**config.mk**
```make
export PLATFORM = sky130hd
export DESIGN_NAME = uart_imem_loader
export DESIGN_NICKNAME = d
export VERILOG_FILES = /design/src/rtl/uart_imem_loader.sv
export SDC_FILE = /design/constraint.sdc
export NUM_CORES = 1
export LEC_CHECK = 0
export ABC_CLOCK_PERIOD_IN_PS = 3200
export BUFFER_PORTS_ARGS = -buffer_cell sky130_fd_sc_hd__buf_2
export CAP_MARGIN = 40
export CORE_MARGIN = 3
export CORE_UTILIZATION = 55
export CTS_CLUSTER_DIAMETER = 40
export DETAILED_ROUTE_END_ITERATION = 8
export PLACE_DENSITY = 0.73
export SLEW_MARGIN = 20
export SYNTH_ARGS = -nofsm -noshare
export SYNTH_HDL_FRONTEND = slang
export SYNTH_SLANG_ARGS = --single-unit
```
**constraint.sdc**
```tcl
create_clock -name clk -period 3.2 [get_ports clk]
set_input_delay 0.48 -clock clk [delete_from_list [all_inputs] [get_ports clk]]
set_output_delay 0.48 -clock clk [all_outputs]
set_load 0.01 [all_outputs]
```
**src/rtl/uart_imem_loader.sv**
```systemverilog
// uart_imem_loader: streams a length-prefixed UART (8N1) program image into instruction memory,
// holding the pipeline in reset until every word of the image has been consumed.
module uart_imem_loader #(
    parameter int CLKS_PER_BIT = 868,
    parameter int ADDR_W       = 10
) (
    input  logic              clk,
    input  logic              rst,
    input  logic              rx,
    output logic              imem_we,
    output logic [ADDR_W-1:0] imem_addr,
    output logic [31:0]       imem_wdata,
    output logic              cpu_rst,
    output logic              load_done,
    output logic              frame_err
);
    localparam int CW = $clog2(CLKS_PER_BIT);
    localparam logic [CW-1:0] FULL = CW'(CLKS_PER_BIT - 1);
    localparam logic [CW-1:0] HALF = CW'(CLKS_PER_BIT / 2 - 1);

    typedef enum logic [1:0] {RX_IDLE, RX_START, RX_DATA, RX_STOP} rx_state_t;
    typedef enum logic [1:0] {L_LEN0, L_LEN1, L_WORD, L_DONE} l_state_t;

    rx_state_t         rx_state_q;
    l_state_t          l_state_q;
    logic              rx_meta_q, rx_s_q, armed_q, byte_valid_q, frame_err_q;
    logic [CW-1:0]     cnt_q;
    logic [2:0]        bit_q;
    logic [7:0]        shift_q, byte_q;
    logic [15:0]       count_q, word_idx_q, nxt_idx_d;
    logic [1:0]        byte_idx_q;
    logic [23:0]       word_q;
    logic              we_q, cpu_rst_q, done_q, len_zero_d, in_range_d;
    logic [ADDR_W-1:0] addr_q;
    logic [31:0]       wdata_q;

    always_ff @(posedge clk) begin
        if (rst) begin
            rx_meta_q    <= 1'b1;
            rx_s_q       <= 1'b1;
            rx_state_q   <= RX_IDLE;
            armed_q      <= 1'b0;
            cnt_q        <= '0;
            bit_q        <= '0;
            shift_q      <= '0;
            byte_q       <= '0;
            byte_valid_q <= 1'b0;
            frame_err_q  <= 1'b0;
        end else begin
            rx_meta_q    <= rx;
            rx_s_q       <= rx_meta_q;
            byte_valid_q <= 1'b0;
            cnt_q        <= cnt_q + CW'(1);
            case (rx_state_q)
                RX_IDLE: begin
                    // a start edge only counts once the line has been seen idle-high
                    armed_q <= armed_q | rx_s_q;
                    if (armed_q && !rx_s_q) begin
                        rx_state_q <= RX_START;
                        cnt_q      <= '0;
                        bit_q      <= '0;
                    end
                end
                RX_START: if (cnt_q == HALF) begin
                    cnt_q      <= '0;
                    armed_q    <= 1'b0;
                    rx_state_q <= rx_s_q ? RX_IDLE : RX_DATA;
                end
                RX_DATA: if (cnt_q == FULL) begin
                    cnt_q   <= '0;
                    shift_q <= {rx_s_q, shift_q[7:1]};
                    bit_q   <= bit_q + 3'd1;
                    if (bit_q == 3'd7) rx_state_q <= RX_STOP;
                end
                RX_STOP: if (cnt_q == FULL) begin
                    rx_state_q <= RX_IDLE;
                    if (rx_s_q) begin
                        byte_q       <= shift_q;
                        byte_valid_q <= 1'b1;
                    end else begin
                        frame_err_q  <= 1'b1;
                    end
                end
            endcase
        end
    end

    always_comb begin
        len_zero_d = {byte_q, count_q[7:0]} == 16'd0;
        in_range_d = (word_idx_q >> ADDR_W) == 16'd0;
        nxt_idx_d  = word_idx_q + 16'd1;
    end

    always_ff @(posedge clk) begin
        if (rst) begin
            l_state_q  <= L_LEN0;
            count_q    <= '0;
            word_idx_q <= '0;
            byte_idx_q <= '0;
            word_q     <= '0;
            we_q       <= 1'b0;
            addr_q     <= '0;
            wdata_q    <= '0;
            cpu_rst_q  <= 1'b1;
            done_q     <= 1'b0;
        end else begin
            we_q <= 1'b0;
            if (l_state_q == L_DONE) begin
                done_q    <= 1'b1;
                cpu_rst_q <= 1'b0;
            end
            if (byte_valid_q) begin
                case (l_state_q)
                    L_LEN0: begin
                        count_q[7:0] <= byte_q;
                        l_state_q    <= L_LEN1;
                    end
                    L_LEN1: begin
                        count_q[15:8] <= byte_q;
                        word_idx_q    <= '0;
                        byte_idx_q    <= '0;
                        l_state_q     <= len_zero_d ? L_DONE : L_WORD;
                        done_q        <= len_zero_d;
                        cpu_rst_q     <= !len_zero_d;
                    end
                    L_WORD: begin
                        word_q     <= {byte_q, word_q[23:8]};
                        byte_idx_q <= byte_idx_q + 2'd1;
                        if (byte_idx_q == 2'd3) begin
                            word_idx_q <= nxt_idx_d;
                            we_q       <= in_range_d;
                            if (in_range_d) begin
                                addr_q  <= word_idx_q[ADDR_W-1:0];
                                wdata_q <= {byte_q, word_q};
                            end
                            // with no write pulse to wait behind, release the core right away
                            if (nxt_idx_d == count_q) begin
                                l_state_q <= L_DONE;
                                done_q    <= !in_range_d;
                                cpu_rst_q <= in_range_d;
                            end
                        end
                    end
                    L_DONE: ;
                endcase
            end
        end
    end

    assign imem_we    = we_q;
    assign imem_addr  = addr_q;
    assign imem_wdata = wdata_q;
    assign cpu_rst    = cpu_rst_q;
    assign load_done  = done_q;
    assign frame_err  = frame_err_q;
endmodule

```
## Word-level counts from Yosys, hierarchy flattened

Cells that the tools add are included.

| operators by class | value |
|---|---|
| add/subtract/negate cells | 4 |
| equality and inequality tests | 18 |
| muxes and demuxes | 34 |
| bitwise gates (word level) | 7 |
| reductions and logical operators | 27 |

Operators with widths:

| operator | count |
|---|---|
| 16-bit logical NOT | 2 |
| 16-bit case mux with 2 select lines | 1 |
| 10-bit two-way mux | 3 |
| 10-bit case mux with 3 select lines | 1 |
| 16-bit by 1-bit adder with 16-bit output (second input constant) | 1 |
| 16-bit equality test | 1 |
| 16-bit two-way mux | 1 |
| 2-bit two-way mux | 8 |
| 2-bit != test (second input constant) | 7 |
| 2-bit AND reduction | 6 |
| 3-bit AND reduction | 4 |
| 1-bit two-way mux | 11 |
| 10-bit by 1-bit adder with 10-bit output (second input constant) | 1 |
| 10-bit equality test (second input constant) | 1 |
| 10-bit by 9-bit equality test with 1-bit output (second input constant) | 1 |
| 2-bit equality test (second input constant) | 5 |
| 2-bit case mux with 4 select lines | 1 |
| 4-bit AND reduction | 2 |
| 3-bit two-way mux | 2 |
| 1-bit NOT | 6 |
| 1-bit case mux with 2 select lines | 3 |
| 2-bit case mux with 3 select lines | 1 |
| 3-bit case mux with 2 select lines | 1 |
| 2-bit nonzero test | 3 |
| 13 further kinds | 17 |

| word-level totals | value |
|---|---|
| register bits | 141 |
| input bits | 3 |
| output and inout bits | 46 |
| word-level logic and storage cells | 111 |

## Depth between registers and ports, before layout

| logic depth | value |
|---|---|
| depth after elaboration | 6 |
| mapped depth | 10 |
| mapped depth without buffers | 9 |

## Worst setup path before layout

Ideal clock, no wire load.

| timing path | value |
|---|---|
| path kind | reg-to-reg |
| from | register word_idx_q[0] |
| to | register l_state_q[0] |
| setup time | 79 ps |
| data arrival time | 2321 ps |
| required time | 3121 ps |
| slack | 800 ps |
| cell stages (with the launch flop) | 10 |
| path buffers | 0 |
| period minus slack after synthesis | 2400 ps |
| cell sequence | dfxtp_1 -> ha_1 -> nand3_1 -> xnor2_1 -> or4_1 -> a211oi_2 -> o2111a_2 -> nand3_2 -> a21o_1 -> a211oi_2 |

| on the way | value |
|---|---|
| word-level cells in the longest chain between the ends | 4 |

Ends and longest elaborated chain:

| element | line | RTL |
|---|---|---|
| start: declaration | 30 | `logic [15:0] count_q, word_idx_q, nxt_idx_d;` |
| start signal: assignment | 130 | `word_idx_q <= nxt_idx_d;` |
| 16-bit by 1-bit adder with 16-bit output | 91 | `nxt_idx_d = word_idx_q + 16'd1;` |
| 16-bit equality test | 137 | `if (nxt_idx_d == count_q) begin` |
| 2-bit != test (no line) | -- |  |
| 4-bit AND reduction (no line) | -- |  |
| end signal: assignment | 122 | `l_state_q <= len_zero_d ? L_DONE : L_WORD;` |
| end: declaration | 25 | `l_state_t l_state_q;` |

Every way passes these cells.
A chain may end at the register's enable or synchronous reset.

## Worst setup path after layout

Same ends and word-level chain as after synthesis.

==> results.toml <==
[critical_path]
worst-r2r-setup-slack_ns = 0.50
start_kind = "flop"
crit_path_end_kind = "flop"
path_cells = "ha_1, nand3_1, xnor2_1, or4_1, a211oi_2, o2111a_2, nand3_2, a21o_1, a211oi_2"
crit_fanout = 8
worstPathRequired_ns = 3.65
critical_path_arrival_ns = 3.15
crit_type = "reg2reg"
slowest_delay_ns = 0.46
crit_top_cell = "a211oi_2"
slowest_stage = "dfxtp_1"

[global_route]
grt_pass1_wl_um = 23700
grt_start_max_net_pins = 53
gr-total-overflow = 0
grt_pass1_vias = 4939
antenna_found_initial = 0
track_usage_pct = 23.4

[clock_network]
cts_tree = "built"
clk_pin_slew_worst_paths_ns = 0.06
root_buffer = "clkbuf_8"
post_cts_resize_count = 0
cts_buffers = 17
cts-htree-levels = 4
ctsLongestPathBuffers = 2
hold_buffers = 0
cts_setup_buffers = 0
clk_latency_ns = 0.53
clock-sinks = 141

[power_and_ir_drop]
leakage_uw = 0.00252
p_int_uw = 2830
switching_share_pct = 21.4
combinationalPowerShare_pct = 1.2
pwr-share-clk_pct = 49.8
power_uw = 3610
pwr-share-seq_pct = 49.0
netSwitchingPower_uw = 772
powerDensity_nw_per_um2 = 530
irDropWorstVdd_v = 0.000388

[placed_design]
gp_congestion = 0.899
hpwl_um = 9080
io_buffers = 48

[timing]
setup_viol = 0
fin_crit_ns = 2.70
tightest_slew_ns = 0.610
fin_worst_skew_ns = 0.00783
maxSlewViolCount = 0
final_hold_viol_count = 0
period_share_pct = 84.4
fmax_mhz = 370
rsz0062_at_grt = "no"
slew_headroom_pct = 59.0
fin_setup_tns_ns = 0

[floorplan]
fp.coreArea_um2 = 10500
io_pins = 49
die_area_um2 = 12200
start_util_pct = 57.3
die_h_um = 110
fp.dieW_um = 110
row_count = 37

[logic_synthesis]
synth_nets = 764
synth_edf_count = 0
async_flop_share_pct = 0
ys.flop_type = "dfxtp_1"
yosys-top-cells-area = "dfxtp_1, nand2_1, a21oi_1"
synth_top_area_share_pct = 47.1
postSynthCellCount = 750
ys_seq_area_share_pct = 47.1
ys_seq_elements = 141
synth_cell_types = 52
yosys.area.top_type = "dfxtp_1"
syn-mean-instance-area_um2 = 7.99
netlist_area_um2 = 6000
ys_warn_count = 0

[cells_and_area]
drive_above_1_share_pct = 12.6
final_util_pct = 65.1
antenna_cells = 0
syn_to_final_growth_pct = 13.5
nets = 789

[routing]
drc = 0
vias_per_cell = 5.67
ant_nets = 0
vias = 5224
first_pass_iters = 5
drt_wl_total_um = 13800
drt_iter0_markers = 341
routedWlPerCell_um = 15.0

[worst_hold_path]
hp-class = "in2reg"

[run]
maxCapViolations = 0

[outcome]
status = "finished, final reports clean"
==> power groups by stage <==
stage / Combinational, µW / Sequential, µW / Clock [µW]
6_report: 43.7 / 1770 / 1790
5_1_grt: 48.9 / 1770 / 1900
4_1_cts: 43.4 / 1770 / 1820
3_5_place_dp: 43.3 / 1810 / 0
3_3_place_gp: 42.0 / 1810 / 0
2_1_floorplan: 34.2 / 1800 / 0
==> final timing paths <==
| kind | start | end | cells past startpoint |
|---|---|---|---|
| max | word_idx_q[0]$_SDFFE_PP0P_ | l_state_q[0]$_SDFFE_PP0P_ | 9 |
| min | rx | rx_meta_q$_SDFF_PP1_ | 2 |
| min reg2reg | rx_meta_q$_SDFF_PP1_ | rx_s_q$_SDFF_PP1_ | 1 |
| max reg2reg | word_idx_q[0]$_SDFFE_PP0P_ | l_state_q[0]$_SDFFE_PP0P_ | 9 |
==> stage by stage <==
stage / hold WS (ns) / instance area [µm²] / instances / setup slack (ns)
2_1_floorplan: 0.389 / 6000 / 750 / 0.800
5_1_grt: 0.120 / 6810 / 922 / 0.275
3_5_place_dp: 0.394 / 6260 / 891 / 0.526
3_3_place_gp: 0.394 / 6260 / 891 / 0.655
4_1_cts: 0.109 / 6790 / 921 / 0.504
6_report: 0.126 / 6810 / 922 / 0.498
==> state kept, by name (all words and copies together), names as in the netlist, 2 cells and up, named ones only <==
register and count:
l_state_q 2, word_q 24, bit_q 3, byte_q 8, imem_addr 10, byte_idx_q 2, cnt_q 10, count_q 16
imem_wdata 32, word_idx_q 16, shift_q 8
==> critical path, delay by kind of cell (launching register included) <==
kind,cells,cell delay [ns]
xor gates and xnor gates,1,0.21
and+or+nand+nor,3,0.79
DFF,1,0.46
AOI/OAI and AO/OA,4,0.85
adders and majority gates,1,0.31
==> kinds of logic (layout without fill, tap and decap cells) <==
| logic type | after synthesis | in the layout | synth area share [%] |
|---|---|---|---|
| buf+inv | 59 | 95 | 4.11 |
| flops | 141 | 141 | 47.1 |
| mux | 20 | 20 | 3.36 |
| fa+ha+maj | 11 | 11 | 2.30 |
| compound gates | 139 | 139 | 13.0 |
| simple gates | 353 | 353 | 26.1 |
| xor+xnor | 27 | 27 | 4.07 |
==> cell usage after synthesis, types with 3 or more instances <==
library cell,number
a21oi_1,105
a22oi_1,3
a311oi_1,3
a31oi_1,3
and2_1,4
and3_1,7
buf_2,10
buf_4,3
clkbuf_1,36
dfxtp_1,141
ha_1,11
inv_1,7
mux2i_1,19
nand2_1,187
nand2b_1,5
nand3_1,26
nand4_1,12
nor2_1,65
nor3_1,15
nor4_1,11
o21ai_0,10
or2_2,3
or3_1,3
xnor2_1,18
xor2_1,8
==> layout make-up <==
type / instances / area, µm²
Clock buffer: 20 / 445
Clock inverter: 10 / 91.3
Fill cell: 908 / 3650
Inverter: 7 / 26.3
Multi-Input combinational cell: 550 / 2930
Sequential cell: 141 / 2820
Tap cell: 136 / 170
Timing Repair Buffer: 58 / 325
==> layout by cell type, fill, tap and decap left out, drive strengths merged, types with 5 or more instances in the layout <==
master,n
inv,9
a21oi,105
clkbuf,20
nor4,11
o21ai,10
nand3,29
buf,58
and2,5
nor2,65
nand2,187
clkinv,5
and3,7
dfxtp,141
nand4,12
mux2i,19
nand2b,5
xor2,9
nor3,15
ha,11
xnor2,18
==> routing by layer <==
metal  wire, µm  GRT usage, %
met2       6700          38.3
met1       6230          30.0
met3        663          5.75
met5          0             0
met4        199          8.54
(Power assumes the default switching activity.)
